==> src/rtl/contra_pkg.sv <==
// Shared keycode constants, game-state encodings and input-filter types
// for the frame-rate game blocks.
package contra_pkg;

   localparam logic [7:0] KEY_NONE  = 8'h00;
   localparam logic [7:0] KEY_W     = 8'h1A;
   localparam logic [7:0] KEY_A     = 8'h04;
   localparam logic [7:0] KEY_S     = 8'h16;
   localparam logic [7:0] KEY_D     = 8'h07;
   localparam logic [7:0] KEY_SPACE = 8'h2C;

   localparam logic [1:0] GS_MENU = 2'd0;
   localparam logic [1:0] GS_PLAY = 2'd1;
   localparam logic [1:0] GS_OVER = 2'd2;

   typedef enum logic [1:0] {IDLE, ARMING, HELD} in_state_t;
   typedef enum {NONE, MOVE, FIRE} key_class_t;

   function automatic key_class_t classify_key(input logic [7:0] kc);
      key_class_t cls;
      cls = NONE;
      if (kc == KEY_W || kc == KEY_A || kc == KEY_S || kc == KEY_D) cls = MOVE;
      else if (kc == KEY_SPACE) cls = FIRE;
      return cls;
   endfunction

endpackage

==> src/rtl/player_input_filter_if.sv <==
// Keycode-in / filtered-controls-out bundle between the NIOS PIO side and
// the player input filter.
interface player_input_filter_if;
   logic [7:0] keycode_raw;
   logic [1:0] gameState;
   logic [7:0] keycode;
   logic       fire;
   logic       frame_tick;

   modport master (
      output keycode_raw,
      output gameState,
      input  keycode,
      input  fire,
      input  frame_tick
   );

   modport slave (
      input  keycode_raw,
      input  gameState,
      output keycode,
      output fire,
      output frame_tick
   );
endinterface

==> src/rtl/vsync_edge_detect.sv <==
// Brings an asynchronous frame-rate strobe into the Clk domain and emits a
// registered one-cycle pulse per rising edge.
module vsync_edge_detect (
   input  logic clk,
   input  logic rst_n,
   input  logic async_in,
   output logic tick
);

   logic sync1_q, sync1_d;
   logic sync2_q, sync2_d;
   logic prev_q,  prev_d;
   logic tick_q,  tick_d;

   always_comb begin
      sync1_d = async_in;
      sync2_d = sync1_q;
      prev_d  = sync2_q;
      tick_d  = sync2_q & ~prev_q;
   end

   always_ff @(posedge clk or negedge rst_n) begin
      if (!rst_n) begin
         sync1_q <= 1'b0;
         sync2_q <= 1'b0;
         prev_q  <= 1'b0;
         tick_q  <= 1'b0;
      end else begin
         sync1_q <= sync1_d;
         sync2_q <= sync2_d;
         prev_q  <= prev_d;
         tick_q  <= tick_d;
      end
   end

   assign tick = tick_q;

endmodule

==> src/rtl/player_input_filter.sv <==
// Gates the raw keyboard keycode by game state, debounces movement keys over
// whole frames and turns space-bar presses into rate-limited fire pulses.
module player_input_filter
   import contra_pkg::*;
#(
   parameter int unsigned DEBOUNCE_FRAMES = 3,
   parameter int unsigned FIRE_COOLDOWN   = 8,
   parameter logic [1:0]  PLAY_STATE      = GS_PLAY
) (
   input  logic                   Clk,
   input  logic                   Reset,
   input  logic                   frame_clk,
   player_input_filter_if.slave   pif
);

   localparam logic [3:0] DEB_N  = 4'(DEBOUNCE_FRAMES);
   localparam logic [7:0] COOL_N = 8'(FIRE_COOLDOWN);

   logic       frame_tick;
   key_class_t key_class;

   in_state_t  state_q, state_d;
   logic [7:0] cand_q, cand_d;
   logic [3:0] cnt_q, cnt_d;
   logic [7:0] keycode_q, keycode_d;
   logic [7:0] cooldown_q, cooldown_d;
   logic       prev_fire_q, prev_fire_d;
   logic       fire_q, fire_d;

   vsync_edge_detect u_vsync (
      .clk      (Clk),
      .rst_n    (Reset),
      .async_in (frame_clk),
      .tick     (frame_tick)
   );

   always_comb begin
      key_class   = classify_key(pif.keycode_raw);
      state_d     = state_q;
      cand_d      = cand_q;
      cnt_d       = cnt_q;
      keycode_d   = keycode_q;
      cooldown_d  = cooldown_q;
      prev_fire_d = prev_fire_q;
      fire_d      = 1'b0;

      // Leaving play wipes all progress so a key still held must re-debounce.
      if (pif.gameState != PLAY_STATE) begin
         state_d     = IDLE;
         cnt_d       = 4'd0;
         keycode_d   = KEY_NONE;
         cooldown_d  = 8'd0;
         prev_fire_d = 1'b0;
      end else if (frame_tick) begin
         case (state_q)
            IDLE: begin
               if (key_class == MOVE) begin
                  cand_d = pif.keycode_raw;
                  cnt_d  = 4'd1;
                  if (DEB_N == 4'd1) begin
                     state_d   = HELD;
                     keycode_d = pif.keycode_raw;
                  end else begin
                     state_d = ARMING;
                  end
               end
            end
            ARMING: begin
               if (key_class == MOVE && pif.keycode_raw == cand_q) begin
                  cnt_d = cnt_q + 4'd1;
                  if (cnt_q + 4'd1 == DEB_N) begin
                     state_d   = HELD;
                     keycode_d = cand_q;
                  end
               end else if (key_class == MOVE) begin
                  cand_d = pif.keycode_raw;
                  cnt_d  = 4'd1;
               end else begin
                  state_d = IDLE;
                  cnt_d   = 4'd0;
               end
            end
            HELD: begin
               if (key_class == MOVE && pif.keycode_raw != cand_q) begin
                  cand_d = pif.keycode_raw;
                  cnt_d  = 4'd1;
                  // A single-frame debounce has nothing to arm, so switch at once.
                  if (DEB_N == 4'd1) begin
                     keycode_d = pif.keycode_raw;
                  end else begin
                     state_d   = ARMING;
                     keycode_d = KEY_NONE;
                  end
               end else if (key_class != MOVE) begin
                  state_d   = IDLE;
                  cnt_d     = 4'd0;
                  keycode_d = KEY_NONE;
               end
            end
            default: begin
               state_d   = IDLE;
               cnt_d     = 4'd0;
               keycode_d = KEY_NONE;
            end
         endcase

         // Firing needs a fresh press edge and an expired cooldown.
         if (key_class == FIRE && !prev_fire_q && cooldown_q == 8'd0) begin
            fire_d     = 1'b1;
            cooldown_d = COOL_N;
         end else if (cooldown_q != 8'd0) begin
            cooldown_d = cooldown_q - 8'd1;
         end
         prev_fire_d = (key_class == FIRE);
      end
   end

   always_ff @(posedge Clk or negedge Reset) begin
      if (!Reset) begin
         state_q     <= IDLE;
         cand_q      <= KEY_NONE;
         cnt_q       <= 4'd0;
         keycode_q   <= KEY_NONE;
         cooldown_q  <= 8'd0;
         prev_fire_q <= 1'b0;
         fire_q      <= 1'b0;
      end else begin
         state_q     <= state_d;
         cand_q      <= cand_d;
         cnt_q       <= cnt_d;
         keycode_q   <= keycode_d;
         cooldown_q  <= cooldown_d;
         prev_fire_q <= prev_fire_d;
         fire_q      <= fire_d;
      end
   end

   assign pif.keycode    = keycode_q;
   assign pif.fire       = fire_q;
   assign pif.frame_tick = frame_tick;

endmodule

==> src/flat_wrapper.sv <==
// flat-port wrapper written by rule: the top's interface ports become plain ports
module player_input_filter_flat import contra_pkg::*;
#(
   parameter int unsigned DEBOUNCE_FRAMES = 3,
   parameter int unsigned FIRE_COOLDOWN   = 8,
   parameter logic [1:0]  PLAY_STATE      = GS_PLAY
)
  (Clk, Reset, frame_clk, pif_keycode_raw, pif_gameState, pif_keycode, pif_fire, pif_frame_tick);
  player_input_filter_if pif_i ();
  input  logic Clk;
  input  logic Reset;
  input  logic frame_clk;
  input wire logic [$bits(pif_i.keycode_raw)-1:0] pif_keycode_raw;
  input wire logic [$bits(pif_i.gameState)-1:0] pif_gameState;
  output wire logic [$bits(pif_i.keycode)-1:0] pif_keycode;
  output wire logic [$bits(pif_i.fire)-1:0] pif_fire;
  output wire logic [$bits(pif_i.frame_tick)-1:0] pif_frame_tick;
  assign pif_i.keycode_raw = pif_keycode_raw;
  assign pif_i.gameState = pif_gameState;
  assign pif_keycode = pif_i.keycode;
  assign pif_fire = pif_i.fire;
  assign pif_frame_tick = pif_i.frame_tick;
  player_input_filter #(.DEBOUNCE_FRAMES(DEBOUNCE_FRAMES), .FIRE_COOLDOWN(FIRE_COOLDOWN), .PLAY_STATE(PLAY_STATE)) u_core (.Clk(Clk), .Reset(Reset), .frame_clk(frame_clk), .pif(pif_i));
endmodule
==> config.mk <==
export PLATFORM = sky130hd
export DESIGN_NAME = player_input_filter_flat
export DESIGN_NICKNAME = d
export VERILOG_FILES = /design/src/rtl/contra_pkg.sv /design/src/rtl/player_input_filter_if.sv /design/src/rtl/vsync_edge_detect.sv /design/src/rtl/player_input_filter.sv /design/src/flat_wrapper.sv
export SDC_FILE = /design/constraint.sdc
export NUM_CORES = 1
export LEC_CHECK = 0
export CAP_MARGIN = 20
export CORE_ASPECT_RATIO = 0.7
export CORE_MARGIN = 1.5
export CORE_UTILIZATION = 40
export DETAILED_ROUTE_END_ITERATION = 12
export PLACE_DENSITY_LB_ADDON = 0.05
export SLEW_MARGIN = 10
export SYNTH_ARGS = -nofsm -noshare
export SYNTH_HDL_FRONTEND = slang
export SYNTH_SLANG_ARGS = --single-unit
==> constraint.sdc <==
create_clock -name Clk -period 4 [get_ports Clk]
set_input_delay 0.6 -clock Clk [delete_from_list [all_inputs] [get_ports Clk]]
set_output_delay 0.6 -clock Clk [all_outputs]
set_load 0.02 [all_outputs]
==> summary.txt <==
CTS
  – H-Tree Depth: 2
  – Clk root buf: clkbuf_8
  – CTS tree: built
  – Hold buffers post-CTS: 0
  – Clock Sinks: 36
  – CTS resizes: 0
  – # Post-CTS Setup Buffers: 0
  – Num CTS Buffers: 5
  – Clk_lat worst skew: 0.29 ns
  – Clock-pin slew on the worst setup and hold paths: 0.07 ns
  – Bufs on Longest Clock Path: 2

Placed design
  – Gpl congestion: 0.8146
  – Placed cell area: 2185 um^2
  – PortBufs: 22
  – Hpwl dp: 2859 um

Routing
  – DR iter-0 viols: 35
  – DR WL met2: 1635 um
  – Met3 wire len: 137 um
  – DR DRC count: 0
  – Vias per cell: 5.293
  – Via count: 1392
  – Max layer used: met4
  – Antenna Nets Post-Route: 0
  – DRT Pass-1 Iters: 4
  – Met1 wire length: 2115 um
  – Final WL: 3906 um
  – DR WL/cell: 14.85 um

Timing
  – Setup TNS: 0 ns
  – Rel. slew slack: 48.65%
  – Number of setup violations in the final report: 0
  – Slew Limit Fails: 0
  – Worst Tran Pin Value: 0.7657 ns
  – Final hold vios: 0
  – Clock skew: 0.007147 ns
  – Period utilisation layout: 73.33%
  – RSZ-0062 raised after global routing: false
  – F_max: 0.3409 GHz
  – Tmin final: 2.933 ns

Finish
  – Leading cell types in the layout, fill and taps excluded: dfrtp_1 (36), clkdlybuf4s50_1 (22), nor2_1 (15), nand2_1 (15), xnor2_1 (13)
  – P&R area growth vs syn: 19.50%
  – Storage cell area: 900.9 um^2
  – Final Cell Area: 2292 um^2
  – Fillers: 419
  – Nets@finish: 223
  – Share of cells above drive strength 1: 10.58%
  – ANT cells: 0
  – Most common cell after layout, fill and taps aside: dfrtp_1
  – Area of the multi-input gates: 942.2 um^2

Synthesis
  – Count of cell types in the netlist: 50
  – Post-synth EDFFs: 0
  – FF+latch count, synth: 36
  – Post-Synthesis Cells: 183
  – Ys Warns: 0
  – Seq/Total Area, Yosys: 46.97%
  – Syn nets: 199
  – FFs w/ async S/R, synth: 100.0%
  – Post-Syn Area: 1918 um^2
  – Avg Inst Size Synth: 10.48 um^2
  – Top FF cell, synth: dfrtp_1

Setup path
  – R2R Path Start: u_core.cooldown_q[3]
  – CP endpoint: u_core.cand_q[4]
  – FF-to-FF path depth: 6
  – Required @ worst endpoint: 4.17 ns
  – Worst Setup SP: pif_keycode_raw[4]
  – CP Capture Type: flip-flop
  – Peak fanout along the critical path: 8
  – Critical Path AT: 3.10 ns
  – Startpoint Class: input port
  – Worst reg-to-reg setup slack: 1.54 ns
  – Critical path class: input port to flip-flop
  – FF-to-FF End: u_core.cooldown_q[5]

Global routing
  – First-pass GRT wire length: 6492 um
  – GRT Util Overall: 16.68%
  – Number of global-route vias before repair: 1352
  – Grt ovf: 0
  – Largest net degree at the start of global routing: 37
  – Antenna violations before repair: 0

Worst hold path
  – Hold Path Class: flip-flop to flip-flop

Floorplan
  – Num rows: 20
  – Die W: 85.77 um
  – Die area: 5226 um^2
  – IO Pins: 23
  – Die Ht: 60.94 um
  – Core Box Area: 4479 um^2
  – Initial Utilization: 42.82%

Power
  – Worst vdd ir: 0.0001865 V
  – Lkg Pwr: 0.0009796 uW
  – PD cells: 353.1 nW/um^2

Run status
  – Outcome: complete, no violations

Run
  – Max Cap Violations: 0
[layout make-up]
| cell class | count | area share [%] |
|---|---|---|
| timing repair buffer | 23 | 9.934 |
| sequential | 36 | 39.30 |
| multi-input combinational | 129 | 41.10 |
| tap | 55 | 3.002 |
| inverter | 12 | 1.965 |
| clock buffer | 6 | 3.166 |
| clock inverter | 2 | 1.528 |
[flip-flops by register name, summed over array words and instances (netlist names)]
| name | count |
|---|---|
| u_core.prev_fire_q | 1 |
| u_core.cand_q | 8 |
| u_core.state_q | 2 |
| u_core.pif.keycode | 8 |
| u_core.cnt_q | 4 |
| u_core.cooldown_q | 8 |
| u_core.u_vsync.sync1_q | 1 |
| u_core.pif.fire | 1 |
| u_core.u_vsync.tick | 1 |
| u_core.u_vsync.prev_d | 1 |
| u_core.u_vsync.prev_q | 1 |
[per-layer routing]
metal	GRT usage [%]	up-vias
met3	4.762	2
met2	23.17	24
li1	-	680
met1	24.34	686
met5	0	-
met4	6.912	0
[logic make-up after synthesis]
| kind of cell | count (synthesis) | synth area share [%] |
|---|---|---|
| buf+inv | 18 | 3.914 |
| fa+ha+maj | 4 | 2.479 |
| compound gates | 28 | 12.20 |
| simple gates | 69 | 19.83 |
| mux | 12 | 7.306 |
| flops | 36 | 46.97 |
| xor+xnor | 16 | 7.306 |
[per-stage QoR]
step	instances	power [uW]	worst slack, ns	hold WS, ns	utilization, %
after floorplan	183	458.6	1.393	0.3044	-
after global placement	255	495.4	0.8168	0.3438	48.77
after detailed placement	255	498.0	0.7677	0.3426	48.77
after CTS	263	821.4	1.081	0.3551	51.17
after global routing	263	850.2	0.9893	0.3628	51.17
final	263	809.4	1.067	0.3510	51.17
[critical path, stage by stage]
cell,delay [ns]
clkdlybuf4s50_1,0.47
or4b_4,0.58
or4_4,0.54
nand2_2,0.18
and3_4,0.22
nand2b_2,0.17
mux2_4,0.34
[Yosys cell counts, types with 4 or more instances]
library cell | count | share of area [%]
clkbuf_1 | 5 | 0.98
nand3_1 | 4 | 1.0
xnor2_1 | 13 | 5.9
dfrtp_1 | 36 | 47
nand2_1 | 15 | 2.9
mux2_4 | 4 | 3.1
nor2_1 | 15 | 2.9
a21oi_1 | 5 | 1.3
mux2i_1 | 8 | 4.2
o21ai_0 | 4 | 1.0
inv_1 | 12 | 2.3
or3_1 | 4 | 1.3
nor3_1 | 4 | 1.0
and2_1 | 6 | 2.0
[how the worst min path moves through the flow]
stage,cells past startpoint,slack [ns],startpoint,endpoint
after floorplan,0,0.30,Reset,u_core.cand_q[0]
after global placement,0,0.34,u_core.u_vsync.sync1_q,u_core.u_vsync.prev_d
after detailed placement,0,0.34,u_core.u_vsync.sync1_q,u_core.u_vsync.prev_d
after CTS,0,0.36,u_core.u_vsync.sync1_q,u_core.u_vsync.prev_d
after global routing,0,0.36,u_core.u_vsync.sync1_q,u_core.u_vsync.prev_d
final,0,0.35,u_core.u_vsync.sync1_q,u_core.u_vsync.prev_d
[where the power goes]
part	switching, uW	internal [uW]	total [uW]
clock	134	185	319
combinational	55.9	51.2	107
sequential	9.39	374	384
total	199	610	809
(Power assumes the default switching activity.)
